$ cat config.mk
export PLATFORM = sky130hd
export DESIGN_NAME = writeback_stage
export DESIGN_NICKNAME = d
export VERILOG_FILES = /design/src/rtl/writeback_stage_pkg.sv /design/src/rtl/writeback_stage_load_aligner.sv /design/src/rtl/writeback_stage.sv
export SDC_FILE = /design/constraint.sdc
export NUM_CORES = 1
export LEC_CHECK = 0
export BUFFER_PORTS_ARGS = -buffer_cell sky130_fd_sc_hd__buf_2
export CAP_MARGIN = 40
export CORE_UTILIZATION = 58
export CTS_CLUSTER_DIAMETER = 30
export DETAILED_ROUTE_END_ITERATION = 12
export PLACE_DENSITY_LB_ADDON = 0.2
export SLEW_MARGIN = 25
export SYNTH_ARGS = -nofsm -noshare
export SYNTH_HDL_FRONTEND = slang
export SYNTH_SLANG_ARGS = --single-unit
export TNS_END_PERCENT = 10
$ cat constraint.sdc
create_clock -name clk -period 5.95 [get_ports clk]
set_input_delay 1.19 -clock clk [delete_from_list [all_inputs] [get_ports clk]]
set_output_delay 1.19 -clock clk [all_outputs]
set_load 0.02 [all_outputs]
$ cat src/rtl/writeback_stage_pkg.sv
// Shared widths and encodings for the MEM/WB stage of the R2000 core.
// Holds the result-source and load-size enums used by the stage and its load aligner.
package writeback_stage_pkg;
    localparam int WIDTH          = 32;
    localparam int REG_ADDR_WIDTH = 5;

    typedef enum logic [2:0] {
        WB_NONE,
        WB_ALU,
        WB_LOAD,
        WB_LINK,
        WB_HI,
        WB_LO
    } wb_src_t;

    typedef enum logic [1:0] {
        LS_BYTE,
        LS_HALF,
        LS_WORD
    } load_size_t;
endpackage

$ cat src/rtl/writeback_stage_load_aligner.sv
// Little-endian lane selection and zero/sign extension for sub-word loads.
// Illegal half/word alignments are flagged and produce zero data.
module load_aligner
    import writeback_stage_pkg::*;
#(
    parameter int WIDTH = writeback_stage_pkg::WIDTH
) (
    input  logic [WIDTH-1:0] read_data,
    input  logic [1:0]       addr_lo,
    input  load_size_t       load_size,
    input  logic             load_signed,
    output logic [WIDTH-1:0] data,
    output logic             misaligned
);
    logic [7:0]  byte_lanes [4];
    logic [15:0] half_lanes [2];
    logic [7:0]  byte_lane;
    logic [15:0] half_lane;

    genvar gi;
    generate
        for (gi = 0; gi < 4; gi++) begin : g_byte
            assign byte_lanes[gi] = read_data[8*gi +: 8];
        end
        for (gi = 0; gi < 2; gi++) begin : g_half
            assign half_lanes[gi] = read_data[16*gi +: 16];
        end
    endgenerate

    assign byte_lane = byte_lanes[addr_lo];
    assign half_lane = half_lanes[addr_lo[1]];

    always_comb begin
        data       = '0;
        misaligned = 1'b0;
        case (load_size)
            LS_BYTE: data = {{(WIDTH-8){load_signed & byte_lane[7]}}, byte_lane};
            LS_HALF: begin
                if (addr_lo[0]) misaligned = 1'b1;
                else            data = {{(WIDTH-16){load_signed & half_lane[15]}}, half_lane};
            end
            LS_WORD: begin
                if (addr_lo != 2'b00) misaligned = 1'b1;
                else                  data = read_data;
            end
            default: ;
        endcase
    end
endmodule

$ cat src/rtl/writeback_stage.sv
// Registered MEM/WB pipeline stage: captures MEM results, selects the write-back value,
// gates the register-file write and counts retired instructions.
module writeback_stage
    import writeback_stage_pkg::*;
#(
    parameter int WIDTH          = writeback_stage_pkg::WIDTH,
    parameter int REG_ADDR_WIDTH = writeback_stage_pkg::REG_ADDR_WIDTH,
    parameter int CNT_WIDTH      = 32,
    parameter int LINK_OFFSET    = 8
) (
    input  logic                      clk,
    input  logic                      nrst,
    input  logic                      stall,
    input  logic                      flush,
    input  logic                      valid_me,
    input  logic [WIDTH-1:0]          pc_me,
    input  logic                      rd_me,
    input  logic [REG_ADDR_WIDTH-1:0] rd_address_me,
    input  wb_src_t                   wb_src_me,
    input  load_size_t                load_size_me,
    input  logic                      load_signed_me,
    input  logic [1:0]                addr_lo_me,
    input  logic [WIDTH-1:0]          read_data_me,
    input  logic [WIDTH-1:0]          alu_result_me,
    input  logic [WIDTH-1:0]          hi_me,
    input  logic [WIDTH-1:0]          lo_me,
    output logic                      valid_wb,
    output logic [WIDTH-1:0]          pc_wb,
    output logic                      rd_wb,
    output logic [REG_ADDR_WIDTH-1:0] rd_address_wb,
    output logic [WIDTH-1:0]          rd_data_wb,
    output logic                      misaligned_wb,
    output logic [CNT_WIDTH-1:0]      retired_cnt
);
    logic                      valid_reg;
    logic [WIDTH-1:0]          pc_reg;
    logic                      rd_flag_reg;
    logic [REG_ADDR_WIDTH-1:0] rd_address_reg;
    wb_src_t                   wb_src_reg;
    load_size_t                load_size_reg;
    logic                      load_signed_reg;
    logic [1:0]                addr_lo_reg;
    logic [WIDTH-1:0]          read_data_reg;
    logic [WIDTH-1:0]          alu_result_reg;
    logic [WIDTH-1:0]          hi_reg;
    logic [WIDTH-1:0]          lo_reg;
    logic [CNT_WIDTH-1:0]      cnt_reg;

    logic [WIDTH-1:0]          load_data;
    logic                      load_misaligned;
    logic [WIDTH-1:0]          result_next;

    // Flush beats stall: a bubble is inserted even while the stage is held.
    always_ff @(posedge clk or negedge nrst) begin
        if (!nrst) begin
            valid_reg       <= 1'b0;
            pc_reg          <= '0;
            rd_flag_reg     <= 1'b0;
            rd_address_reg  <= '0;
            wb_src_reg      <= WB_NONE;
            load_size_reg   <= LS_BYTE;
            load_signed_reg <= 1'b0;
            addr_lo_reg     <= '0;
            read_data_reg   <= '0;
            alu_result_reg  <= '0;
            hi_reg          <= '0;
            lo_reg          <= '0;
            cnt_reg         <= '0;
        end else if (flush) begin
            valid_reg       <= 1'b0;
            pc_reg          <= '0;
            rd_flag_reg     <= 1'b0;
            rd_address_reg  <= '0;
            wb_src_reg      <= WB_NONE;
            load_size_reg   <= LS_BYTE;
            load_signed_reg <= 1'b0;
            addr_lo_reg     <= '0;
            read_data_reg   <= '0;
            alu_result_reg  <= '0;
            hi_reg          <= '0;
            lo_reg          <= '0;
        end else if (!stall) begin
            valid_reg       <= valid_me;
            pc_reg          <= pc_me;
            rd_flag_reg     <= rd_me;
            rd_address_reg  <= rd_address_me;
            wb_src_reg      <= wb_src_me;
            load_size_reg   <= load_size_me;
            load_signed_reg <= load_signed_me;
            addr_lo_reg     <= addr_lo_me;
            read_data_reg   <= read_data_me;
            alu_result_reg  <= alu_result_me;
            hi_reg          <= hi_me;
            lo_reg          <= lo_me;
            if (valid_me) cnt_reg <= cnt_reg + CNT_WIDTH'(1);
        end
    end

    load_aligner #(.WIDTH(WIDTH)) u_load_aligner (
        .read_data   (read_data_reg),
        .addr_lo     (addr_lo_reg),
        .load_size   (load_size_reg),
        .load_signed (load_signed_reg),
        .data        (load_data),
        .misaligned  (load_misaligned)
    );

    always_comb begin
        result_next = '0;
        case (wb_src_reg)
            WB_ALU:  result_next = alu_result_reg;
            WB_LOAD: result_next = load_data;
            WB_LINK: result_next = pc_reg + WIDTH'(LINK_OFFSET);
            WB_HI:   result_next = hi_reg;
            WB_LO:   result_next = lo_reg;
            default: result_next = '0;
        endcase
    end

    assign valid_wb      = valid_reg;
    assign pc_wb         = pc_reg;
    assign rd_address_wb = rd_address_reg;
    assign rd_data_wb    = result_next;
    assign misaligned_wb = valid_reg & (wb_src_reg == WB_LOAD) & load_misaligned;
    // Register $zero is never written, and a faulting load never commits.
    assign rd_wb         = valid_reg & rd_flag_reg & (rd_address_reg != '0) & ~misaligned_wb;
    assign retired_cnt   = cnt_reg;
endmodule
# Word-level counts from Yosys, hierarchy flattened
# Cells that the tools add are included.
[classes] n_addsub=2 magnitude_cmp=2 eq_ne=8 n_mux=37 n_bitwise=12 n_reduce_logical=4
[op_table] op="two-way mux 32 bit" count=12
[op_table] op="one-hot mux 32 bit (5 select lines)" count=1
[op_table] op="one-hot mux 32 bit (3 select lines)" count=1
[op_table] op="two-way mux 16 bit" count=3
[op_table] op="adder 32 x 1 -> 32 bit, second input constant" count=1
[op_table] op="adder 32 x 4 -> 32 bit, second input constant" count=1
[op_table] op="binary-select mux 8 bit (select 2 bit)" count=1
[op_table] op="two-way mux 8 bit" count=2
[op_table] op="two-way mux 5 bit" count=2
[op_table] op="two-way mux 1 bit" count=8
[op_table] op="two-way mux 2 bit" count=4
[op_table] op="bitwise AND 1 bit" count=7
[op_table] op="== test 3 x 2 -> 1 bit, second input constant" count=2
[op_table] op="== test 3 bit, second input constant" count=2
[op_table] op="two-way mux 3 bit" count=2
[op_table] op="nonzero test 5 bit" count=1
[op_table] op="== test 3 x 1 -> 1 bit, second input constant" count=1
[op_table] op=">= comparator 3 bit, second input constant" count=1
[op_table] op="inverter 1 bit" count=3
[op_table] op="inverter 2 -> 3 bit" count=1
[op_table] op="AND reduction 3 bit" count=1
[op_table] op="== test 2 x 1 -> 1 bit, second input constant" count=1
[op_table] op="== test 2 bit, second input constant" count=1
[op_table] op=">= comparator 2 bit, second input constant" count=1
[op_table] op="5 further kinds" count=5
[word_totals] regBits=207 inputBits=179 output_inout_bits=104 word_cells=78

# Longest topological paths before layout
# Gate-level depths: netlist of the first run.
[depth] word_depth=8 depth_mapped=8 depth_no_buf=7

# Modules after synthesis
# Synthesis of the first run repeated with hierarchy kept, for this count alone.
[unflattened] cells_unflattened=1095 area_unflattened_um2=11083.1
[modules_own_cells] module="writeback_stage" instances=1 cells_per_inst=960 area_each_um2=10181.0 seq_area_each_um2=5180.0
[modules_own_cells] module="load_aligner" instances=1 cells_per_inst=135 area_each_um2=902.1 seq_area_each_um2=0.0

# Worst setup path before layout of the first run
# Ideal clock, no wire load.
[synth_path] kind="reg2out" from="register addr_lo_reg[1]" to="output port rd_wb" arrival_ns=2.515 t_required_ns=4.760 path_slack_ns=2.245 path_stages_with_launch=6 path_buffers=2 cell_sequence="dfrtp_1 > clkbuf_1 > clkbuf_1 > nand2_1 > a2111oi_0 > nor2_1"
[synth_between] elab_chain_len=6
[synth_rtl] item="start: declaration" line_no="writeback_stage.sv:42" text="logic [1:0] addr_lo_reg;"
[synth_rtl] item="start signal: assignment" line_no="writeback_stage.sv:90" text="addr_lo_reg <= addr_lo_me;"
[synth_rtl] item="nonzero test 2 bit" line_no="writeback_stage_load_aligner.sv:43" text="if (addr_lo != 2'b00) misaligned = 1'b1;"
[synth_rtl] item="two-way mux 1 bit" line_no="writeback_stage_load_aligner.sv:43"
[synth_rtl] item="one-hot mux 1 bit (2 select lines)" line_no="writeback_stage_load_aligner.sv:36" text="case (load_size)"
[synth_rtl] item="bitwise AND 1 bit" line_no="writeback_stage.sv:124" text="assign misaligned_wb = valid_reg & (wb_src_reg == WB_LOAD) & load_misaligned;"
[synth_rtl] item="net misaligned_wb" line_no="writeback_stage.sv:32" text="output logic misaligned_wb,"
[synth_rtl] item="inverter 1 bit" line_no="writeback_stage.sv:126" text="assign rd_wb = valid_reg & rd_flag_reg & (rd_address_reg != '0) & ~misaligned_wb;"
[synth_rtl] item="bitwise AND 1 bit" line_no="writeback_stage.sv:126"
[synth_rtl] item="end: declaration" line_no="writeback_stage.sv:29" text="output logic rd_wb,"
# The timed path passes the listed nets, and every way through them passes these cells.

# Worst setup path after layout of the first run
[layout_path] from="register wb_src_reg[1]" to="output port rd_data_wb[31]"
[layout_between] elab_chain_len=2 elab_cells_between_ends=6 classes_between="eq/ne: 5; mux: 1"
[layout_rtl] item="start: declaration" line_no="writeback_stage.sv:39" text="wb_src_t wb_src_reg;"
[layout_rtl] item="start signal: assignment" line_no="writeback_stage.sv:87" text="wb_src_reg <= wb_src_me;"
[layout_rtl] item="== test 3 bit (tied with other cells)" line_no="writeback_stage.sv:110" text="case (wb_src_reg)"
[layout_rtl] item="one-hot mux 32 bit (5 select lines) (*)" line_no="writeback_stage.sv:110"
[layout_rtl] item="end: declaration" line_no="writeback_stage.sv:31" text="output logic [WIDTH-1:0] rd_data_wb,"
# Mark *: on every way between the ends. The rest lies on a longest branch, timed or not.

==> results of run 1 <==
cell usage in the layout (no fill, tap or decap), drive strengths merged, types with 3 or more instances in the layout:
cell and instances:
nor3 3, nand3 26, buf 296, xnor2 35
dfrtp 207, clkbuf 53, o32ai 3, nor2b 3
nor4 8, ha 6, o221ai 5, clkinv 12
and2 5, and4 6, or4 3, mux2 33
nor2 211, o211ai 16, o22ai 4, a221o 3
and3 12, a222oi 7, a21oi 16, o21ai 24
bufinv 7, nand2b 4, xor2 22, nand4 15
mux2i 185, nand2 30, a22oi 38, inv 12
diode 5
Yosys cell counts, types with 3 or more instances:
cell type    n  share of area (%)
mux2i_1    185                 17
ha_1         6               0.70
inv_1        6               0.21
nor2b_1      3               0.18
mux2_2      33                3.5
a21oi_1     16               0.75
and2_1       3               0.18
nand2b_1     4               0.23
a22oi_1     38                2.7
o21ai_0     24                1.1
buf_1       25               0.88
a222oi_1     7               0.66
o22ai_1      4               0.23
nand4_1     14               0.82
clkbuf_1    48                1.7
nor2_1     211                7.4
xor2_1      22                1.8
nand3_1     26                1.2
xnor2_1     35                2.9
o32ai_1      3               0.25
o221ai_1     5               0.41
a221o_1      3               0.28
and4_1       5               0.41
nor3_1       3               0.14
and3_1      11               0.65
nor4_1       6               0.35
dfrtp_1    207                 49
nand2_1     30                1.1
o211ai_1    16                1.1
cell type report:
type,count,area share [%]
antenna,5,0.09058
timing repair buffer,297,11.57
inverter,6,0.1630
tap,229,2.074
sequential,207,37.51
multi-input combinational,737,37.43
clock inverter,27,2.609
clock buffer,52,8.560
metrics by stage:
| stage | instance area (um2) | setup slack [ps] | power [mW] | std cells |
|---|---|---|---|---|
| 6_report | 13810 | 1525 | 4.653 | 1560 |
| 4_1_cts | 13730 | 1531 | 4.663 | 1552 |
| 2_1_floorplan | 10650 | 2245 | 1.891 | 1025 |
| 3_5_place_dp | 12180 | 2085 | 2.119 | 1473 |
| 3_3_place_gp | 12160 | 1954 | 2.111 | 1470 |
| 5_1_grt | 13810 | 1362 | 4.797 | 1559 |
path summary, 6_finish.rpt:
kind	slack [ps]	cells after the start	start	endpoint
max reg2reg	3940	5	retired_cnt[4]$_DFFE_PN0P_	retired_cnt[27]$_DFFE_PN0P_
max in group asynchronous	4040	3	nrst	wb_src_reg[2]$_DFFE_PN0P_
min	460	1	retired_cnt[31]$_DFFE_PN0P_	retired_cnt[31]$_DFFE_PN0P_
min reg2reg	460	1	retired_cnt[31]$_DFFE_PN0P_	retired_cnt[31]$_DFFE_PN0P_
max	1520	6	wb_src_reg[1]$_DFFE_PN0P_	rd_data_wb[31]
min in group asynchronous	500	1	nrst	retired_cnt[26]$_DFFE_PN0P_
routing by layer:
layer	vias up	global-route usage, %
li1	4177	-
met1	4475	48.30
met2	475	55.19
met3	81	7.211
met4	0	15.20
met5	-	0
logic make-up after synthesis:
family,count (synthesis),share of synthesized area (%)
and+or+nand+nor,334,14.22
xor gates and xnor gates,57,4.686
adders and majority gates,6,0.7046
muxes,218,20.87
buffers and inverters,81,2.877
AOI/OAI and AO/OA,122,8.021
DFF,207,48.62
critical path, stage by stage, from the launching register on:
cell and delay (ps):
dfrtp_1 530, buf_4 360, nor2b_1 400, nand2_1 510
or4_1 650, nand3_1 90, buf_2 170
where the power goes:
group,internal [mW],switching [mW]
clock,1.73,0.804
sequential,1.50,0.105
combinational,0.215,0.304
==> tab_implementation.tex, run 1 <==
\begin{tabular}{lr}
\hline
Metric & Value \\
\hline
\multicolumn{2}{l}{\textbf{Detailed routing}} \\
DRC & 0 \\
Total met3 wirelength after detailed routing & 2.966 mm \\
Starting DRT DRC Count & 903 \\
Wire length on met2 & $\sim$16 mm \\
Final routed wire length divided by cell count & 21.51 um \\
Top layer reached by signal wires & met4 \\
Initial DRT Pass Iterations & 9 \\
Post-route ant nets & 0 \\
Routed length on met1 & 13.65 mm \\
Total Routed Length & 33.55 mm \\
Routed vias & 9208 \\
Via-per-instance ratio & 5.903 \\
\multicolumn{2}{l}{\textbf{Cells and area}} \\
Area growth from synthesis to layout & 29.65\% \\
Fraction of final layout cells sized beyond drive strength 1 & 31.30\% \\
Area of the multi-input gates & 0.005170 mm2 \\
Final core occ & 76.90\% \\
Fillers & approximately 1300 \\
Net count reported at finish & 1477 \\
Flip-flop and latch area & 0.005181 mm2 \\
\multicolumn{2}{l}{\textbf{Clock network}} \\
Worst skew pair latency & about 520 ps \\
Cell at the root of the clock tree & clkbuf\_16 \\
Number of sinks driven by the clock tree & 207 \\
Count of buffers added by post-CTS timing repair for setup & 0 \\
\# resized after CTS & 0 \\
Maximum clock insertion buffer count & 3 \\
Count of hold buffers inserted by post-cts repair & 0 \\
Number of H-tree levels & 2 \\
Clock tree from TritonCTS & done \\
Num CTS Buffers & 43 \\
Clock Pin Slew Worst Setup and Hold Paths & 50 ps \\
\multicolumn{2}{l}{\textbf{Timing}} \\
Final Setup Violations & 0 \\
Final-report max-slew violation count & 0 \\
Min cycle time layout & approximately 4400 ps \\
Worst clock skew & 9.717 ps \\
Final hold vios & 0 \\
Relative slew slack & 38.57\% \\
Crit share post-route & 74.38\% \\
Top achievable clock speed & 0.2260 GHz \\
Worst hold-check slack & 464.5 ps \\
Unrepaired setup endpoints after global routing & false \\
Setup\_tns & 0 ps \\
Slew @ Worst Pin & 921.5 ps \\
\multicolumn{2}{l}{\textbf{Synth}} \\
Number of instances in the synthesized netlist & $\sim$1000 \\
Synthesis Warnings & 0 \\
Part of the Yosys area used for sequential elements & 48.62\% \\
Total nets after synthesis & between 1000 and 1500 \\
Number of enable flip-flop cells after synthesis & 0 \\
Cell Area, Synth & 0.01065 mm2 \\
Synth Flop Type & dfrtp\_1 \\
Count of state elements after synthesis & 207 \\
Synthesized area per cell & 10.39 um2 \\
Distinct cell type count of the synthesized netlist & 50 \\
Proportion of synthesized flip-flops having asynchronous set or reset & 100.0\% \\
\multicolumn{2}{l}{\textbf{Power}} \\
Static power due to leakage & around 7.1 nW \\
Maximum vdd ir drop & 321.8 uV \\
Power per unit of standard cell area & between 300 and 400 mW/mm2 \\
\multicolumn{2}{l}{\textbf{Global routing}} \\
All-layer global routing usage & a little over a third \\
Remaining global-route overflow & 0 \\
Pin count of the biggest net entering global routing & $\sim$110 \\
Antenna violations before repair & 5 \\
Global-route wire length before repair & 49.62 mm \\
Vias in the first global route & around 8700 \\
\multicolumn{2}{l}{\textbf{Floorplanning}} \\
Horizontal die dimension & 137.5 um \\
Die area & $\sim$0.019 mm2 \\
I/O Pins & 283 \\
Core ar. & $\sim$0.018 mm2 \\
Initial standard-cell utilization of the core & about three fifths \\
Standard-cell rows & 49 \\
Die height & 137.5 um \\
\multicolumn{2}{l}{\textbf{Run status}} \\
Run status & complete, no violations \\
\multicolumn{2}{l}{\textbf{Critical path}} \\
Data arrival, critical path & 3240 ps \\
Max Fanout on Critical Path & 28 \\
Class of the most critical setup path & reg -> out \\
CP endpoint kind & output pin \\
Crit path launch type & flip-flop \\
Data required time at the worst endpoint & 4760 ps \\
\multicolumn{2}{l}{\textbf{Job}} \\
Number of maximum-capacitance constraint violations & 0 \\
\multicolumn{2}{l}{\textbf{Placement}} \\
Port Buffers & 282 \\
Post-detailed-placement half-perimeter wirelength & approximately 23 mm \\
Final estimated routing congestion in global placement & 1.004 \\
\multicolumn{2}{l}{\textbf{Hold path}} \\
HP Class & reg -> reg \\
\hline
\end{tabular}
(Power assumes the default switching activity.)
==> inputs of run 2 (changes only) <==
--- a/config.mk
+++ b/config.mk
@@ -5,9 +5,10 @@
 export SDC_FILE = /design/constraint.sdc
 export NUM_CORES = 1
 export LEC_CHECK = 0
+export ABC_AREA = 1
 export BUFFER_PORTS_ARGS = -buffer_cell sky130_fd_sc_hd__buf_2
 export CAP_MARGIN = 40
-export CORE_UTILIZATION = 58
+export CORE_UTILIZATION = 54
 export CTS_CLUSTER_DIAMETER = 30
 export DETAILED_ROUTE_END_ITERATION = 12
 export PLACE_DENSITY_LB_ADDON = 0.2
==> constraint.sdc (replaced) <==
create_clock -name clk -period 4.16 [get_ports clk]
set_input_delay 0.832 -clock clk [delete_from_list [all_inputs] [get_ports clk]]
set_output_delay 0.832 -clock clk [all_outputs]
set_load 0.02 [all_outputs]
==> run 2 against run 1 <==
Net effect:
- sequential power grew 41%
- wire length grew 11%
- sequential share of layout area shrank 0.54 points
- design area grew 1.4%
- power grew 33%
- critical endpoint is now rd_data_wb[26]
==> tab_implementation.tex, run 2 <==
\begin{tabular}{lr}
\hline
Metric & Value \\
\hline
\multicolumn{2}{l}{\textbf{Clock network}} \\
Clock tree from TritonCTS & done \\
Worst skew pair latency & 520 ps (about the same) \\
Cell at the root of the clock tree & clkbuf\_16 \\
Clock Pin Slew Worst Setup and Hold Paths & 60 ps (about the same) \\
Count of buffers added by post-CTS timing repair for setup & 0 (unchanged) \\
Number of sinks driven by the clock tree & 207 (unchanged) \\
Number of H-tree levels & 2 (unchanged) \\
Maximum clock insertion buffer count & 3 (unchanged) \\
\# resized after CTS & 0 (unchanged) \\
Num CTS Buffers & 41 (-4.7\%) \\
Count of hold buffers inserted by post-cts repair & 0 (unchanged) \\
\multicolumn{2}{l}{\textbf{Critical path}} \\
Crit path launch type & flip-flop \\
Reg-to-reg startpoint & retired\_cnt[1]\$\_DFFE\_PN0P\_ \\
Data required time at the worst endpoint & 3330 ps (-1430 ps) \\
Data arrival, critical path & 2650 ps (-590 ps) \\
Reg2Reg Depth & 8 (+3) \\
Max Fanout on Critical Path & 19 (-32\%) \\
CP endpoint kind & output pin \\
Class of the most critical setup path & reg -> out \\
Crit Reg-Reg Endpoint & retired\_cnt[24]\$\_DFFE\_PN0P\_ \\
R2r setup slk & 2410 ps (-1530 ps) \\
\multicolumn{2}{l}{\textbf{Synth}} \\
Leading cell types by total area after synthesis & dfrtp\_1, nand2\_1, o21ai\_0 \\
Synth Flop Type & dfrtp\_1 \\
Synthesized area per cell & 7.327 um2 (-30\%) \\
Share of the synthesized area in the top cell type & 47.16\% (-1.5 points) \\
Largest area contributor in the synthesized netlist & dfrtp\_1 \\
Number of instances in the synthesized netlist & 1499 (+46\%) \\
Proportion of synthesized flip-flops having asynchronous set or reset & 100.0\% (unchanged) \\
Number of enable flip-flop cells after synthesis & 0 (unchanged) \\
Commonest cells in the netlist & nand2\_1, dfrtp\_1, inv\_1, o21ai\_0, nand3\_1 \\
Distinct cell type count of the synthesized netlist & 36 (-28\%) \\
Count leader, synth & nand2\_1 \\
Total nets after synthesis & 1684 (+39\%) \\
Part of the Yosys area used for sequential elements & 47.16\% (-1.5 points) \\
Cell Area, Synth & 0.01098 mm2 (+3.1\%) \\
Synthesis Warnings & 0 (unchanged) \\
Count of state elements after synthesis & 207 (unchanged) \\
\multicolumn{2}{l}{\textbf{Placement}} \\
Pre-CTS setup slack & 1185 ps (-899.9 ps) \\
Port Buffers & 282 (unchanged) \\
Final estimated routing congestion in global placement & 0.9782 (-2.6\%) \\
Placed cell count & 1994 (+35\%) \\
Post-detailed-placement half-perimeter wirelength & 27.19 mm (+18\%) \\
\multicolumn{2}{l}{\textbf{Floorplanning}} \\
Standard-cell rows & 51 (+4.1\%) \\
I/O Pins & 283 (unchanged) \\
Die height & 144.6 um (+5.2\%) \\
Initial standard-cell utilization of the core & 55.70\% (-3.6 points) \\
Horizontal die dimension & 144.6 um (+5.2\%) \\
Die area & 0.02091 mm2 (+11\%) \\
Core ar. & 0.01972 mm2 (+9.8\%) \\
\multicolumn{2}{l}{\textbf{Hold path}} \\
HP Class & in -> async \\
\multicolumn{2}{l}{\textbf{Timing}} \\
Final hold vios & 0 (unchanged) \\
Setup\_tns & 0 ps (unchanged) \\
Worst setup slack after layout & 675.6 ps (-849.1 ps) \\
Final-report max-slew violation count & 0 (unchanged) \\
Relative slew slack & 44.24\% (+5.7 points) \\
Slew @ Worst Pin & 833.3 ps (-88.22 ps) \\
Top achievable clock speed & 0.2870 GHz \\
Final Setup Violations & 0 (unchanged) \\
Crit share post-route & a little over four fifths \\
Worst clock skew & 9.355 ps (-0.3615 ps) \\
Min cycle time layout & between 3000 and 4000 ps \\
Unrepaired setup endpoints after global routing & false \\
\multicolumn{2}{l}{\textbf{Global routing}} \\
Remaining global-route overflow & 0 (unchanged) \\
Vias in the first global route & 10730 (+23\%) \\
All-layer global routing usage & 35.97\% (+0.44 points) \\
Antenna violations before repair & 4 (-1) \\
Global-route wire length before repair & 56.51 mm (+14\%) \\
Pin count of the biggest net entering global routing & 175 (+61\%) \\
\multicolumn{2}{l}{\textbf{Detailed routing}} \\
Via-per-instance ratio & 5.461 (-7.5\%) \\
Total Routed Length & 37.35 mm (+11\%) \\
DRC & 0 (unchanged) \\
Post-route ant nets & 0 (unchanged) \\
Initial DRT Pass Iterations & 6 (-3) \\
Starting DRT DRC Count & 904 (+0.11\%) \\
Routed vias & 11338 (+23\%) \\
Final routed wire length divided by cell count & 17.99 um (-16\%) \\
\multicolumn{2}{l}{\textbf{Job}} \\
Number of maximum-capacitance constraint violations & 0 (unchanged) \\
\multicolumn{2}{l}{\textbf{Cells and area}} \\
Most common cell after layout, fill and taps aside & nand2\_1 \\
Non-filler instance count after layout & 2076 (+33\%) \\
Fraction of final layout cells sized beyond drive strength 1 & 21.26\% (-10 points) \\
Area growth from synthesis to layout & 27.56\% \\
Final core occ & 71.05\% (-5.8 points) \\
Net count reported at finish & 1960 (+33\%) \\
Most used cells in the layout excluding fill and tap cells & nand2\_1, buf\_2, dfrtp\_1, inv\_1, o21ai\_0 \\
\multicolumn{2}{l}{\textbf{Power}} \\
Maximum vdd ir drop & 365.7 uV (+14\%) \\
Static power due to leakage & 7.054 nW (-0.32\%) \\
Power per unit of standard cell area & 442.3 mW/mm2 (+31\%) \\
\multicolumn{2}{l}{\textbf{Run status}} \\
Run status & complete, no violations \\
\hline
\end{tabular}
[run 2: cell type report]
cell class                 count  area, um2
clock buffer                  51       1136
timing repair buffer         294       1588
multi-input combinational   1038       4786
inverter                     193      724.4
fill                        1607       5708
sequential                   207       5180
tap                          265      331.6
clock inverter                23      251.5
antenna                        5      12.51
[run 2: logic make-up after synthesis]
logic type	share of synthesized area (%)
compound gates	12.99
xor+xnor	1.595
fa+ha+maj	0.6835
buf+inv	9.330
flops	47.16
simple gates	28.24
[run 2: worst max-delay path by stage]
stage                     end                         start
2_1_floorplan           rd_wb  load_size_reg[0]$_DFFE_PN0P_
3_3_place_gp    rd_data_wb[7]     wb_src_reg[2]$_DFFE_PN0P_
3_5_place_dp    rd_data_wb[7]     wb_src_reg[2]$_DFFE_PN0P_
4_1_cts         rd_data_wb[7]     wb_src_reg[2]$_DFFE_PN0P_
5_1_grt        rd_data_wb[11]     wb_src_reg[1]$_DFFE_PN0P_
6_report       rd_data_wb[26]     wb_src_reg[0]$_DFFE_PN0P_
[run 2: power breakdown]
part	total [mW]	switching, mW	leakage (nW)	internal [mW]
registers	2.25	0.108	2.75	2.14
logic	0.665	0.450	3.63	0.216
clock network	3.29	1.14	0.666	2.15
total	6.20	1.70	7.05	4.50
[run 2: layer usage]
metal	vias to the layer above	share of wire [%]	track usage, %
met1	5308	40	47.38
met2	574	46	56.83
met5	-	0.027	0
met4	2	4.1	16.01
met3	93	9.6	7.914
li1	5361	-	-
[run 2: per-stage QoR]
stage | instance area (um2) | hold WS (ps) | power (mW)
after floorplan | 10980 | 475.9 | 2.602
after global placement | 12550 | 461.5 | 2.911
after detailed placement | 12550 | 475.4 | 2.921
after CTS | 13930 | 454.2 | 6.201
after global routing | 14000 | 159.8 | 6.404
final | 14010 | 163.9 | 6.197
[run 2: worst max-delay path, cell delays in order, from the launching register on]
cell     delay (ps)
dfrtp_1         400
inv_1           110
nand3_1         120
nor2_1          660
buf_4           370
nand2_1         180
nand3_1         130
buf_2           170
